$ cat config.mk
export PLATFORM = sky130hd
export DESIGN_NAME = ascii_hex_word_rx
export DESIGN_NICKNAME = d
export VERILOG_FILES = /design/src/rtl/asc_hex_pkg.sv /design/src/rtl/asc_hex_char_decode.sv /design/src/rtl/ascii_hex_word_rx.sv
export SDC_FILE = /design/constraint.sdc
export NUM_CORES = 1
export LEC_CHECK = 0
export BUFFER_PORTS_ARGS = -buffer_cell sky130_fd_sc_hd__buf_2
export CORE_MARGIN = 3
export CORE_UTILIZATION = 45
export DETAILED_ROUTE_END_ITERATION = 6
export MAX_ROUTING_LAYER = met4
export PLACE_DENSITY = 0.7
export REMOVE_ABC_BUFFERS = 1
export SETUP_SLACK_MARGIN = 0.15
export SLEW_MARGIN = 20
export SYNTH_ARGS = -nofsm -noshare
export SYNTH_HDL_FRONTEND = slang
export SYNTH_SLANG_ARGS = --single-unit
$ cat constraint.sdc
create_clock -name clk -period 2.8 [get_ports clk]
set_clock_uncertainty 0.15 [all_clocks]
set_input_delay 0.28 -clock clk [delete_from_list [all_inputs] [get_ports clk]]
set_output_delay 0.28 -clock clk [all_outputs]
set_load 0.1 [all_outputs]
$ cat src/rtl/asc_hex_pkg.sv
// ============================================================================
// Module      : asc_hex_pkg
// Description : Shared ASCII constants, character classes and FSM encodings
//               for the ASCII hex word receiver.
// Revision    : 1.0 - initial release
// ============================================================================
`default_nettype none

package asc_hex_pkg;

  localparam logic [7:0] ASC_0    = 8'h30;
  localparam logic [7:0] ASC_9    = 8'h39;
  localparam logic [7:0] ASC_A_UP = 8'h41;
  localparam logic [7:0] ASC_F_UP = 8'h46;
  localparam logic [7:0] ASC_A_LO = 8'h61;
  localparam logic [7:0] ASC_F_LO = 8'h66;
  localparam logic [7:0] ASC_SP   = 8'h20;
  localparam logic [7:0] ASC_CR   = 8'h0D;

  // Subtracting these from a character in the matching range yields its nibble.
  localparam logic [7:0] OFS_DIGIT = 8'd48;
  localparam logic [7:0] OFS_UPPER = 8'd55;
  localparam logic [7:0] OFS_LOWER = 8'd87;

  typedef enum logic [1:0] {
    CC_HEX     = 2'd0,
    CC_TERM    = 2'd1,
    CC_ILLEGAL = 2'd2
  } char_class_t;

  localparam logic [1:0] ST_IDLE  = 2'd0;
  localparam logic [1:0] ST_ACCUM = 2'd1;
  localparam logic [1:0] ST_OUT   = 2'd2;

endpackage

`default_nettype wire

$ cat src/rtl/asc_hex_char_decode.sv
// ============================================================================
// Module      : asc_hex_char_decode
// Description : Combinational classifier turning an ASCII byte into a
//               character class and a hex nibble.
// Revision    : 1.0 - initial release
// ============================================================================
`default_nettype none

module asc_hex_char_decode
  import asc_hex_pkg::*;
#(
  parameter int unsigned CASE_MODE = 0,
  parameter logic [7:0]  DELIM     = ASC_CR
) (
  input  logic [7:0]  din_i,
  output char_class_t class_o,
  output logic [3:0]  nibble_o
);

  logic [7:0] w_offset;
  logic [7:0] w_diff;

  always_comb begin
    class_o  = CC_ILLEGAL;
    w_offset = OFS_DIGIT;
    // Terminators win so a DELIM that happens to look like hex still ends a word.
    if ((din_i == DELIM) || (din_i == ASC_SP)) begin
      class_o = CC_TERM;
    end else if ((din_i >= ASC_0) && (din_i <= ASC_9)) begin
      class_o  = CC_HEX;
      w_offset = OFS_DIGIT;
    end else if ((din_i >= ASC_A_UP) && (din_i <= ASC_F_UP) && (CASE_MODE != 2)) begin
      class_o  = CC_HEX;
      w_offset = OFS_UPPER;
    end else if ((din_i >= ASC_A_LO) && (din_i <= ASC_F_LO) && (CASE_MODE != 1)) begin
      class_o  = CC_HEX;
      w_offset = OFS_LOWER;
    end
  end

  assign w_diff   = din_i - w_offset;
  assign nibble_o = w_diff[3:0];

endmodule

`default_nettype wire

$ cat src/rtl/ascii_hex_word_rx.sv
// ============================================================================
// Module      : ascii_hex_word_rx
// Description : Assembles ASCII hex characters into a DIGITS-nibble word and
//               emits it with digit count and error flag over valid/ready.
// Revision    : 1.0 - initial release
// ============================================================================
`default_nettype none

module ascii_hex_word_rx
  import asc_hex_pkg::*;
#(
  parameter int unsigned DIGITS    = 4,
  parameter int unsigned CASE_MODE = 0,
  parameter logic [7:0]  DELIM     = ASC_CR
) (
  input  logic                         clk,
  input  logic                         rst,
  input  logic [7:0]                   din,
  input  logic                         din_vld,
  output logic                         din_rdy,
  output logic [4*DIGITS-1:0]          dout,
  output logic [$clog2(DIGITS+1)-1:0]  dout_cnt,
  output logic                         dout_err,
  output logic                         dout_vld,
  input  logic                         dout_rdy
);

  localparam int unsigned   W        = 4 * DIGITS;
  localparam int unsigned   CW       = $clog2(DIGITS + 1);
  localparam logic [CW-1:0] C_DIGITS = CW'(DIGITS);

  char_class_t   w_class;
  logic [3:0]    w_nib;
  logic          w_take;

  logic [1:0]    state_q, state_d;
  logic [W-1:0]  acc_q, acc_d;
  logic [CW-1:0] cnt_q, cnt_d;
  logic          err_q, err_d;
  logic [W-1:0]  dout_q, dout_d;
  logic [CW-1:0] dout_cnt_q, dout_cnt_d;
  logic          dout_err_q, dout_err_d;
  logic          dout_vld_q, dout_vld_d;

  asc_hex_char_decode #(
    .CASE_MODE (CASE_MODE),
    .DELIM     (DELIM)
  ) u_decode (
    .din_i    (din),
    .class_o  (w_class),
    .nibble_o (w_nib)
  );

  assign w_take = din_vld && din_rdy;

  always_ff @(posedge clk or posedge rst) begin
    if (rst) begin
      state_q <= ST_IDLE;
    end else begin
      state_q <= state_d;
    end
  end

  always_comb begin
    state_d = state_q;
    case (state_q)
      ST_IDLE: begin
        if (w_take && (w_class != CC_TERM)) begin
          state_d = ST_ACCUM;
        end
      end
      ST_ACCUM: begin
        if (w_take && (w_class == CC_TERM)) begin
          state_d = ((cnt_q == '0) && !err_q) ? ST_IDLE : ST_OUT;
        end
      end
      ST_OUT: begin
        if (dout_rdy) begin
          state_d = ST_IDLE;
        end
      end
      default: state_d = ST_IDLE;
    endcase
  end

  always_comb begin
    din_rdy = (state_q != ST_OUT);
  end

  always_comb begin
    acc_d      = acc_q;
    cnt_d      = cnt_q;
    err_d      = err_q;
    dout_d     = dout_q;
    dout_cnt_d = dout_cnt_q;
    dout_err_d = dout_err_q;
    dout_vld_d = dout_vld_q;
    case (state_q)
      ST_IDLE: begin
        if (w_take && (w_class == CC_HEX)) begin
          acc_d = W'(w_nib);
          cnt_d = CW'(1);
        end else if (w_take && (w_class == CC_ILLEGAL)) begin
          acc_d = '0;
          cnt_d = '0;
          err_d = 1'b1;
        end
      end
      ST_ACCUM: begin
        if (w_take) begin
          case (w_class)
            CC_HEX: begin
              // Count is checked before shifting so no accepted digit is lost.
              if (cnt_q < C_DIGITS) begin
                acc_d = (acc_q << 4) | W'(w_nib);
                cnt_d = cnt_q + CW'(1);
              end else begin
                err_d = 1'b1;
              end
            end
            CC_ILLEGAL: err_d = 1'b1;
            default: begin
              if ((cnt_q != '0) || err_q) begin
                dout_d     = acc_q;
                dout_cnt_d = cnt_q;
                dout_err_d = err_q;
                dout_vld_d = 1'b1;
              end
            end
          endcase
        end
      end
      ST_OUT: begin
        if (dout_rdy) begin
          dout_vld_d = 1'b0;
          acc_d      = '0;
          cnt_d      = '0;
          err_d      = 1'b0;
        end
      end
      default: ;
    endcase
  end

  always_ff @(posedge clk or posedge rst) begin
    if (rst) begin
      acc_q      <= '0;
      cnt_q      <= '0;
      err_q      <= 1'b0;
      dout_q     <= '0;
      dout_cnt_q <= '0;
      dout_err_q <= 1'b0;
      dout_vld_q <= 1'b0;
    end else begin
      acc_q      <= acc_d;
      cnt_q      <= cnt_d;
      err_q      <= err_d;
      dout_q     <= dout_d;
      dout_cnt_q <= dout_cnt_d;
      dout_err_q <= dout_err_d;
      dout_vld_q <= dout_vld_d;
    end
  end

  assign dout     = dout_q;
  assign dout_cnt = dout_cnt_q;
  assign dout_err = dout_err_q;
  assign dout_vld = dout_vld_q;

endmodule

`default_nettype wire
==> results.txt <==
Routability-driven placement finished with a final weighted congestion of 0.7786. For the worst slew slack as a fraction of its limit, the log shows 0.6452. Worst flop-to-flop path endpoint: acc_q[12].

The area after detailed placement is 0.002485 mm2. The completed layout was analyzed and its total power is 1.915 mW. For the post-synthesis sequential area ratio, the log shows 0.4799.

For this run, the leading register cell type out of synthesis is dfrtp_1. Clock latency reported for the late side of the worst-skew pair: 0.29 ns. The share of the clock period used by the worst path after layout came out at 0.8538. For this run, the detailed router's first-pass iteration total came to 4. The biggest area contributor in the post-synthesis netlist is dfrtp_1. Detailed placement finished with a half-perimeter wire length of 2908 um. Counting cells, the worst reg-to-reg path comes to 8. The setup check on the worst reg-to-reg path leaves a slack of 0.41 ns. Yosys printed 0 warnings.

The endpoint type of the worst setup path was a register. The cell count of the worst hold path is 4, and the final critical delay including setup and external delays is 2.391 ns. The run gives 0 as the final-report max-slew violation count.

Setup repair after global routing left no endpoint under its margin. The logs give 0.1592 for the all-layer global routing usage and 2 for the H-tree depth. For the top-level I/O count, the log shows 34. The data required time of the critical path is 2.87 ns. Share of flip-flops with an asynchronous set or reset after synthesis: 1.000.

TritonCTS built the clock tree. The category of the most critical setup path was register to register. The floorplan step set the die width to 76.59 um. Proportion of netlist area held by the largest area contributor: 0.4799. For the final hold violation count, the log shows 0. The count of cells in the finished layout, fillers not included, comes to 291. In the synthesized netlist, the number of instances is 183. The per-instance average area after synthesis came out at 12.25 um2.

Hold is met by 0.1570 ns. In this run the standard cell core region covers 0.004755 mm2. The worst-case hold path end point is dout_vld. The area taken by flip-flops and latches was 0.001076 mm2. The reported max-cap violation count was 0; the post-CTS clock slew at the launch and capture registers of the worst setup and hold paths was 0.08 ns.

Measured along the y axis, the die boundary spans 76.59 um. Including well taps, the total number of placed cells is 282. In this run the worst hold path is classified as input port to register. Summing all multi-input logic gate instances after layout gives 0.001025 mm2. Setup violations remaining at the end of the flow were counted as 0.

Entering global routing, the biggest net connects 44 pins. CTS placed an instance of clkbuf_8 at the clock tree root. Ratio of total power to cell area: 732.8 mW/mm2. The data arrival time of the worst path came out at 2.46 ns. Launch point of the worst reg-to-reg path: state_q[0].

The count of nets left with antenna violations once routing finished came out at 0. The via count of the first global-routing pass is 1588. For the total overflow reported by the global router, the log shows 0.

The tools report the total via count in the routed design as 1476. The post-detailed-route via-to-cell ratio was 5.072. After synthesis, the cell types taking the most area are dfrtp_1 (48%), mux2_4 (6.7%), mux2i_1 (5.8%), ha_1 (5.0%), mux2_1 (4.0%).

The number of antenna violations at the first check in global routing was 0; the worst-margin pin slew was 0.5323 ns. The overall routed net length came out at 4005 um. The run gives 0.005865 mm2 as the area of the die. After the first detailed-routing iteration, the DRC count stood at 95. In the final routed layout, each cell accounts on average for 13.76 um. At the end of the flow, the number of nets in the layout was 245. The total of buffers placed on input and output ports was 33.

The post-synthesis instance area is 0.002242 mm2, and the maximum fanout count along the critical path is 8. The startpoint identified for the worst hold timing path is dout_rdy. Across the VDD grid, the largest voltage drop is 0.3341 mV.

Clock sink count: 43. The tools report the number of different library cells in the post-synthesis netlist as 41. The flow ran to the end, and the final reports show no timing, DRC or antenna violations. The synthesized design contains 0 enable-type register cells. Fill cells in the final layout number 445. After detailed routing, the number of remaining DRC violations is 0.

The area growth from synthesis to layout is 16.57%. The launching element type of the critical path is a register. 0 antenna diodes ended up in the layout. The most critical setup path has its startpoint at state_q[0]. In this run the static leakage power is 1.310 nW. After floorplanning, the core was divided into 25 placement rows.

In this run, CTS created clock tree buffers numbering 5. The first-pass GRT wire length was 7341 um. Based on the critical path, the design can be clocked at up to 418.3 MHz.

The fraction of final layout cells sized beyond drive strength 1 is 0.3214, and the area of all placed cells without fillers is 0.002614 mm2. Counting flops and latches in the post-synthesis netlist gives 43. In this run the deepest clock path goes through 2 buffers.

The initial core utilization is 0.4716.
## through the flow
stage / setup slack [ns] / setup TNS [ns] / util
finish: 0.4094 / 0 / 0.5497
global route: 0.1800 / 0 / 0.5497
CTS: 0.2541 / 0 / 0.5495
detailed placement: 0.2018 / 0 / 0.5226
global placement: 0.2552 / 0 / 0.5226
floorplan: -0.1016 / -1.047 / -
## metal layers
metal,up-vias,GRT usage,routed length (um)
met1,732,0.2002,1892
met5,-,-,0
met4,0,0.06703,69
li1,715,-,-
met2,22,0.2548,1936
met3,7,0.02719,107
## worst max path at each step
stage / end / slack (ns)
2_1_floorplan: dout[3] / -0.10
3_3_place_gp: acc_q[3] / 0.26
3_5_place_dp: acc_q[3] / 0.20
5_1_grt: acc_q[12] / 0.18
4_1_cts: acc_q[12] / 0.25
6_report: acc_q[12] / 0.41
## state kept, by name, summed over array words and instances (netlist names)
| signal | cells |
|---|---|
| err_q | 1 |
| dout_err | 1 |
| dout_vld | 1 |
| state_q | 2 |
| dout | 16 |
| dout_cnt | 3 |
| acc_q | 16 |
| cnt_q | 3 |
## placed cells by master (no fill, tap or decap), types with 2 or more instances in the layout
cell	Yosys	layout
buf_2	0	33
mux2_4	10	10
xnor2_1	2	2
clkbuf_8	0	6
mux2i_1	13	13
a31oi_1	2	2
dfrtp_1	43	43
ha_1	9	9
a21oi_1	6	6
nor2b_1	2	2
buf_4	0	4
inv_1	23	23
o21ai_0	3	3
mux2_2	8	8
nand2_1	17	17
mux2_1	8	8
nand2b_1	2	2
nor2_1	3	3
nand3_1	3	3
## cell type report
cell class	count	share of cell area
multi-input combinational	111	0.3921
inverter	23	0.03303
timing repair buffer	39	0.08617
clock buffer	6	0.03159
sequential	43	0.4117
clock inverter	2	0.01340
tap	67	0.03207
## synthesized netlist by cell type, types with 2 or more instances
| cell | number |
|---|---|
| mux2_2 | 8 |
| mux2_4 | 10 |
| clkbuf_1 | 2 |
| o21a_1 | 2 |
| nand2_1 | 17 |
| mux2_1 | 8 |
| buf_6 | 3 |
| ha_1 | 9 |
| o21ai_0 | 3 |
| nor2_1 | 3 |
| a31oi_1 | 2 |
| nand2b_1 | 2 |
| xnor2_1 | 2 |
| nor2b_1 | 2 |
| nand3_1 | 3 |
| dfrtp_1 | 43 |
| mux2i_1 | 13 |
| a21oi_1 | 6 |
| inv_1 | 23 |
## repair_timing
| item | in CTS | in global routing |
|---|---|---|
| endpoints found under the setup margin | 0 | 17 |
| hold buffers | 1 | 0 |
| endpoints found under the hold margin | 43 | 0 |
| buffers inserted | 0 | 0 |
| resized for setup | 0 | 1 |
## report_power, final
group	internal [mW]	switching (mW)
sequential	0.721	0.0814
clock	0.289	0.209
combinational	0.233	0.382
total	1.24	0.673
## worst max-delay path, cell delays in order (launching register included)
cell and delay, ns:
dfrtp_1 0.40, inv_1 0.09, ha_1 0.25, nor2b_1 0.17, o31a_1 0.26, a211oi_2 0.27, o21a_2 0.29, buf_4 0.22
mux2i_1 0.21
## kinds of logic (layout without fill, tap and decap cells)
group	after synthesis	in the layout	synth area share
adders and majority gates	10	10	0.05915
DFF	43	43	0.4799
buffers and inverters	29	70	0.06361
xor gates and xnor gates	2	2	0.007814
AOI/OAI and AO/OA	27	27	0.09878
muxes	39	39	0.2054
and+or+nand+nor	33	33	0.08538
No activity file was read; power rests on OpenSTA's default activity.
